## config.mk

```make
export PLATFORM = sky130hd
export DESIGN_NAME = keypad_time_loader
export DESIGN_NICKNAME = d
export VERILOG_FILES = /design/src/rtl/keypad_time_loader.sv
export SDC_FILE = /design/constraint.sdc
export NUM_CORES = 1
export LEC_CHECK = 0
export BUFFER_PORTS_ARGS = -buffer_cell sky130_fd_sc_hd__buf_2
export CELL_PAD_IN_SITES_DETAIL_PLACEMENT = 0
export CELL_PAD_IN_SITES_GLOBAL_PLACEMENT = 1
export CORE_MARGIN = 2
export CORE_UTILIZATION = 37
export DETAILED_ROUTE_END_ITERATION = 16
export GPL_ROUTABILITY_DRIVEN = 0
export PLACE_DENSITY_LB_ADDON = 0.2
export SLEW_MARGIN = 20
export SYNTH_ARGS = -nofsm -noshare
export SYNTH_HDL_FRONTEND = slang
export SYNTH_SLANG_ARGS = --single-unit
```

## constraint.sdc

```tcl
create_clock -name clk -period 2.95 [get_ports clk]
set_clock_uncertainty 0.2 [all_clocks]
set_input_delay 0 -clock clk [delete_from_list [all_inputs] [get_ports clk]]
set_output_delay 0 -clock clk [all_outputs]
set_load 0.01 [all_outputs]
```

## src/rtl/keypad_time_loader.sv

```systemverilog
// Keypad time-entry loader: shifts BCD digits into a 4-digit MM:SS buffer and strobes it downstream.
// Optional key debounce is enabled by defining KEYPAD_KEY_DEBOUNCE_EN.
module keypad_time_loader #(
  parameter int DEBOUNCE_CYCLES = 4
) (
  input  logic        clk,
  input  logic        rst,
  input  logic [3:0]  key_code,
  input  logic        key_pressed,
  input  logic        start,
  input  logic        clear,
  output logic [15:0] time_out,
  output logic [2:0]  digit_count,
  output logic        load_pulse,
  output logic        entry_active
);

  typedef enum logic [1:0] {
    EMPTY = 2'd0,
    ENTRY = 2'd1,
    FULL  = 2'd2,
    LOAD  = 2'd3
  } state_t;

  state_t      state_q, state_d;
  logic [15:0] time_q, time_d;
  logic [2:0]  cnt_q, cnt_d;
  logic        key_accept;
  logic        key_digit;

`ifdef KEYPAD_KEY_DEBOUNCE_EN
  localparam int CW = $clog2(DEBOUNCE_CYCLES + 1);

  logic [CW-1:0] db_cnt;
  logic          armed;

  // Counter saturates at DEBOUNCE_CYCLES; armed only returns after a low sample,
  // so a key held through reset or held long never shifts twice.
  always_ff @(posedge clk) begin
    if (rst) begin
      db_cnt <= '0;
      armed  <= 1'b0;
    end else if (!key_pressed) begin
      db_cnt <= '0;
      armed  <= 1'b1;
    end else begin
      if (db_cnt != CW'(DEBOUNCE_CYCLES)) db_cnt <= db_cnt + 1'b1;
      if (key_accept) armed <= 1'b0;
    end
  end

  assign key_accept = key_pressed && armed && (db_cnt == CW'(DEBOUNCE_CYCLES - 1));
`else
  logic key_q;

  // Reset treats the key as already down so a held key needs a release first.
  always_ff @(posedge clk) begin
    if (rst) key_q <= 1'b1;
    else     key_q <= key_pressed;
  end

  assign key_accept = key_pressed && !key_q;
`endif

  assign key_digit = key_accept && (key_code <= 4'd9);

  always_ff @(posedge clk) begin
    if (rst) begin
      state_q <= EMPTY;
      time_q  <= '0;
      cnt_q   <= '0;
    end else begin
      state_q <= state_d;
      time_q  <= time_d;
      cnt_q   <= cnt_d;
    end
  end

  always_comb begin
    state_d = state_q;
    time_d  = time_q;
    cnt_d   = cnt_q;
    if (clear) begin
      state_d = EMPTY;
      time_d  = '0;
      cnt_d   = '0;
    end else begin
      unique case (state_q)
        EMPTY: begin
          if (key_digit) begin
            state_d = ENTRY;
            time_d  = {time_q[11:0], key_code};
            cnt_d   = 3'd1;
          end
        end
        ENTRY: begin
          // A start that wins the edge swallows any simultaneous key press.
          if (start && (time_q != 16'h0000)) begin
            state_d = LOAD;
          end else if (key_digit) begin
            time_d  = {time_q[11:0], key_code};
            cnt_d   = cnt_q + 3'd1;
            state_d = (cnt_q == 3'd3) ? FULL : ENTRY;
          end
        end
        FULL: begin
          if (start && (time_q != 16'h0000)) state_d = LOAD;
        end
        LOAD: begin
          state_d = EMPTY;
          time_d  = '0;
          cnt_d   = '0;
        end
        default: state_d = EMPTY;
      endcase
    end
  end

  always_comb begin
    time_out     = time_q;
    digit_count  = cnt_q;
    load_pulse   = (state_q == LOAD);
    entry_active = (state_q != EMPTY);
  end

endmodule
```

Word-level counts from Yosys, hierarchy flattened
Cells that the tools add are included.
{ "op_classes": {"addsub": 1, "n_lt_le_gt_ge": 1, "eq_ne": 9, "n_mux": 13, "n_reduce_logical": 12} }
{ "ops": {"columns": ["op", "count"], "rows": [
  ["$pmux W16 S3", 1],
  ["$mux W16", 2],
  ["$reduce_bool A16 Y1", 1],
  ["$mux W2", 5],
  ["$mux W3", 3],
  ["$pmux W3 S3", 1],
  ["$ne A2 B2 Y1 const B", 4],
  ["$pmux W2 S4", 1],
  ["$eq A2 B2 Y1 const B", 2],
  ["$le A4 B4 Y1 const B", 1],
  ["$reduce_and A4 Y1", 1],
  ["$add A3 B1 Y3 const B", 1],
  ["$eq A3 B2 Y1 const B", 1],
  ["$logic_and A1 B1 Y1", 3],
  ["$ne A3 B3 Y1 const B", 1],
  ["$reduce_and A3 Y1", 1],
  ["$reduce_bool A3 Y1", 1],
  ["$eq A2 B1 Y1 const B", 1],
  ["$logic_not A2 Y1", 1],
  ["$reduce_and A2 Y1", 1],
  ["$reduce_bool A2 Y1", 1],
  ["$reduce_or A2 Y1", 1],
  ["$logic_not A1 Y1", 1]
]} }
{ "totals": {"register_bits": 22, "inputBits": 9, "output_inout_bits": 21, "elab_cells": 40} }

Depth between registers and ports, before layout
{ "depth": {"word_depth": 6, "ltp_mapped": 6, "depth_no_buf": 4} }

Worst setup path before layout
Ideal clock, no wire load.
{ "synth_path": {"path_type": "reg2reg", "startpoint": "reg time_q[14] (netlist: time_out[14])", "endpoint": "reg cnt_q[1] (netlist: digit_count[1])", "setup_time_ns": 0.117, "t_arrival_ns": 1.882, "required_ns": 2.633, "setup_slack_ns": 0.750, "path_stages_with_launch": 6, "period_less_slack_ns": 2.200, "path_cell_list": "dfxtp_1 or4_4 o41ai_4 o221ai_2 buf_6 a32o_2"} }
{ "synth_via": {"elab_chain_cells": 4} }
{ "synth_rtl": {"columns": ["element", "line_no", "text"], "rows": [
  ["from (decl)", "26", "logic [15:0] time_q, time_d;"],
  ["from (signal assigned)", "74", "time_q <= time_d;"],
  ["$reduce_bool A16 Y1", "98", "if (start && (time_q != 16'h0000)) begin"],
  ["$logic_and A1 B1 Y1", "98", null],
  ["$ne A2 B2 Y1 (no source line)", null, null],
  ["$reduce_and A4 Y1 (no source line)", null, null],
  ["to (signal assigned)", "75", "cnt_q <= cnt_d;"],
  ["to (decl)", "27", "logic [2:0] cnt_q, cnt_d;"]
]} }
Every way passes these cells.
A chain may end at the register's enable or synchronous reset.

Final worst setup path
{ "layout_path": {"startpoint": "reg time_q[14] (netlist: time_out[14])", "endpoint": "reg state_q[0]"} }
{ "layout_via": {"elab_chain_cells": 4, "elab_cells_between_ends": 7, "classes_between": "eq/ne: 2; mux: 2; reduce/logical: 3"} }
{ "layout_rtl": {"columns": ["element", "line_no", "text"], "rows": [
  ["$reduce_bool A16 Y1 *", "98, 107", null],
  ["$logic_and A1 B1 Y1 *", "98, 107", null],
  ["$mux W2, or another cell as far along", "98", null],
  ["$pmux W2 S4 or $reduce_and A3 Y1 (tied branches)", null, null],
  ["to (signal assigned)", "73", "state_q <= state_d;"],
  ["to (decl)", "25", "state_t state_q, state_d;"]
]} }
Every way passes the cells marked *; elsewhere a longest branch is shown, timed or not.

==> results.json <==
{
  "timing.fmax_mhz": 391.2,
  "start_util_pct": 38.04,
  "clkTransAtPathRegs_ps": 120,
  "syn_area_per_cell_um2": 9.546,
  "cts_resized": 0,
  "synth_top_area_share_pct": 42.72,
  "dr.pass1.iters": 4,
  "power.internal_uw": 397.2,
  "pwr-share-clk_pct": 32.8,
  "synth_cell_type_count": 26,
  "wire_per_inst_um": 13.53,
  "io_pins": 30,
  "status": "finished, final reports clean",
  "dpl.hpwl_um": 1681,
  "combPwrFrac_pct": 8.7,
  "grt_setup_unrepaired": "no",
  "worstSetupStartpointType": "flip-flop",
  "syn_nets": 119,
  "synth_warnings": 0,
  "layout_common_cells": "nand2_1, buf_2, dfxtp_1, mux2i_1, dlygate4sd3_1",
  "timing.rr.end": "state_q[0]",
  "required_ps": 2960,
  "power_switching_share_pct": 22.73,
  "synth_seq_cells": 22,
  "clk_path_buf_depth": 2,
  "drv_cap": 0,
  "ys_top_cells_by_area": "dfxtp_1, mux2i_1, nand2_1, or4_4, o41ai_4",
  "area_growth_pct": 31.07,
  "cp-startpoint": "time_out[14]",
  "hold_path.class": "primary input to flip-flop",
  "synthCells": 108,
  "relSlewSlack_pct": 48.60,
  "critPathBufInv": 1,
  "path_depth": 5,
  "reg2regPathDepth": 5,
  "min_period_ps": 2556,
  "die_w_um": 56.79,
  "antenna_cells": 0,
  "antenna_found_initial": 0,
  "drc_errors": 0,
  "cts-root-buf": "clkbuf_4",
  "worst_slew_pin_slew_ps": 771.0,
  "power.switching_uw": 116.8,
  "coreArea_mm2": 0.002710,
  "setup_violations": 0,
  "regToRegSetupSlack_ps": 390,
  "worstSetupPathType": "flip-flop to flip-flop",
  "syn_area_mm2": 0.001031,
  "leakage_uw": 0.0007048,
  "htree_levels": 1,
  "grt_max_degree": 17,
  "cellPowerDensity_mw_per_mm2": 380.4,
  "crit_end": "state_q[0]",
  "grt_remaining_overflow": 0,
  "path_cells": "or4_4, o41ai_4, nand4_1, o2111a_1, dlygate4sd3_1",
  "grt_pass1_wl_um": 4008,
  "finalCritPeriodShare_pct": 86.64,
  "routed_wl_um": 2462,
  "grt_pass1_vias": 886,
  "clk_latency_ps": 310,
  "io_buffers": 29,
  "end_kind": "flip-flop",
  "synth_seq_area_share_pct": 42.72,
  "hold_viol_final": 0,
  "die_h_um": 56.79,
  "dieArea_mm2": 0.003225,
  "crit_path_top_delay_cell": "or4_4",
  "hold_ws_ps": 279.2,
  "cp_max_fo": 5,
  "finalMaxSlewViolations": 0,
  "drive_above_1_share_pct": 29.80,
  "cts_tree": "built",
  "cp_slowest_stage_delay_ps": 550,
  "seq_power_share_pct": 58.4,
  "vias": 919,
  "num_rows": 19,
  "ant_nets": 0,
  "cp_top_family": "simple AND/OR/NAND/NOR gates",
  "cp.arrival_ps": 2570,
  "regToRegStartpoint": "time_out[14]",
  "cts_buffers": 3,
  "fin_nets": 163,
  "layout_commonest_cell": "nand2_1",
  "grt_usage_pct": 16.37,
  "initialDrtViolationCount": 20,
  "yosys.area.top_type": "dfxtp_1",
  "ir_drop_mv": 0.1927,
  "vias_per_cell": 5.049,
  "setup_tns_ps": 0,
  "clock-sinks": 22
}
==> kinds of logic after synthesis <==
| family | count (synthesis) | synth area share (%) |
|---|---|---|
| adder cells (fa/ha/maj) | 2 | 2.427 |
| multiplexers | 17 | 16.50 |
| AND/OR/NAND/NOR | 50 | 23.18 |
| flip-flops | 22 | 42.72 |
| buffers and inverters | 7 | 4.855 |
| AO/OA/AOI/OAI | 10 | 10.32 |
==> registers in the layout (all words and copies together), names as in the netlist, named ones only <==
signal       flops
digit_count      3
time_out        16
key_q            1
state_q          1
==> worst min-delay path, delay by kind of cell <==
family | cells | cell delay (ps)
buffers and inverters | 2 | 650
muxes | 1 | 60
and+or+nand+nor | 1 | 50
==> metal layers <==
metal	global-route usage [%]	wire length (µm)	share of wire (%)
met5	0	0	0
met4	8.638	48	1.9
met2	26.25	1155	47
met1	20.45	1143	46
met3	3.456	114	4.6
==> worst min path at each step <==
stage	to	cells past startpoint	start
after global routing	time_out[0]	4	key_code[0]
after global placement	key_q	2	key_pressed
after CTS	time_out[0]	4	key_code[0]
final	time_out[0]	4	key_code[0]
after floorplan	key_q	1	rst
after detailed placement	key_q	2	key_pressed
==> timing repair <==
action / 4_1_cts / 5_1_grt
endpoints found under the setup margin: 0 / 0
setup buffers: 0 / 0
endpoints found under the hold margin: 18 / 0
hold buffers: 12 / 0
==> final cells by class <==
type	count	area, µm²
Clock buffer	4	36.28
Sequential cell	22	440.4
Timing Repair Buffer	44	287.8
Inverter	2	7.507
Fill cell	269	1359
Multi-Input combinational cell	79	540.5
Tap cell	31	38.79
==> cells in the mapped netlist, drive strengths merged <==
| cell type | n |
|---|---|
| mux2i | 17 |
| or2 | 2 |
| and3 | 1 |
| o41ai | 1 |
| and2 | 1 |
| clkbuf | 3 |
| or4 | 4 |
| dfxtp | 22 |
| buf | 2 |
| o221ai | 1 |
| nor2 | 1 |
| nor3 | 2 |
| a31oi | 1 |
| nand2 | 35 |
| o2111a | 1 |
| ha | 2 |
| nand4 | 1 |
| inv | 2 |
| a32o | 2 |
| nand2b | 2 |
| o21ai | 3 |
| and3b | 1 |
| a211o | 1 |
==> per-stage QoR <==
stage / utilization [%] / setup slack [ps] / power [µW] / cells / cell area, µm²
floorplan: - / 750.2 / 329.8 / 108 / 1031
global placement: 44.09 / 480.5 / 341.8 / 166 / 1195
detailed placement: 44.09 / 461.3 / 342.2 / 166 / 1195
CTS: 49.86 / 428.5 / 522.1 / 182 / 1351
global route: 49.86 / 273.1 / 538.9 / 182 / 1351
finish: 49.86 / 394.0 / 514.1 / 182 / 1351
==> power groups by stage <==
| stage | combinational [µW] | clock [µW] | sequential (µW) |
|---|---|---|---|
| after floorplan | 22.8 | 0 | 307 |
| final | 45.0 | 169 | 300 |
| after global routing | 49.0 | 189 | 301 |
| after CTS | 44.7 | 177 | 300 |
| after global placement | 34.9 | 0 | 307 |
| after detailed placement | 35.2 | 0 | 307 |
Note: power is estimated with default switching activity, not from simulation.
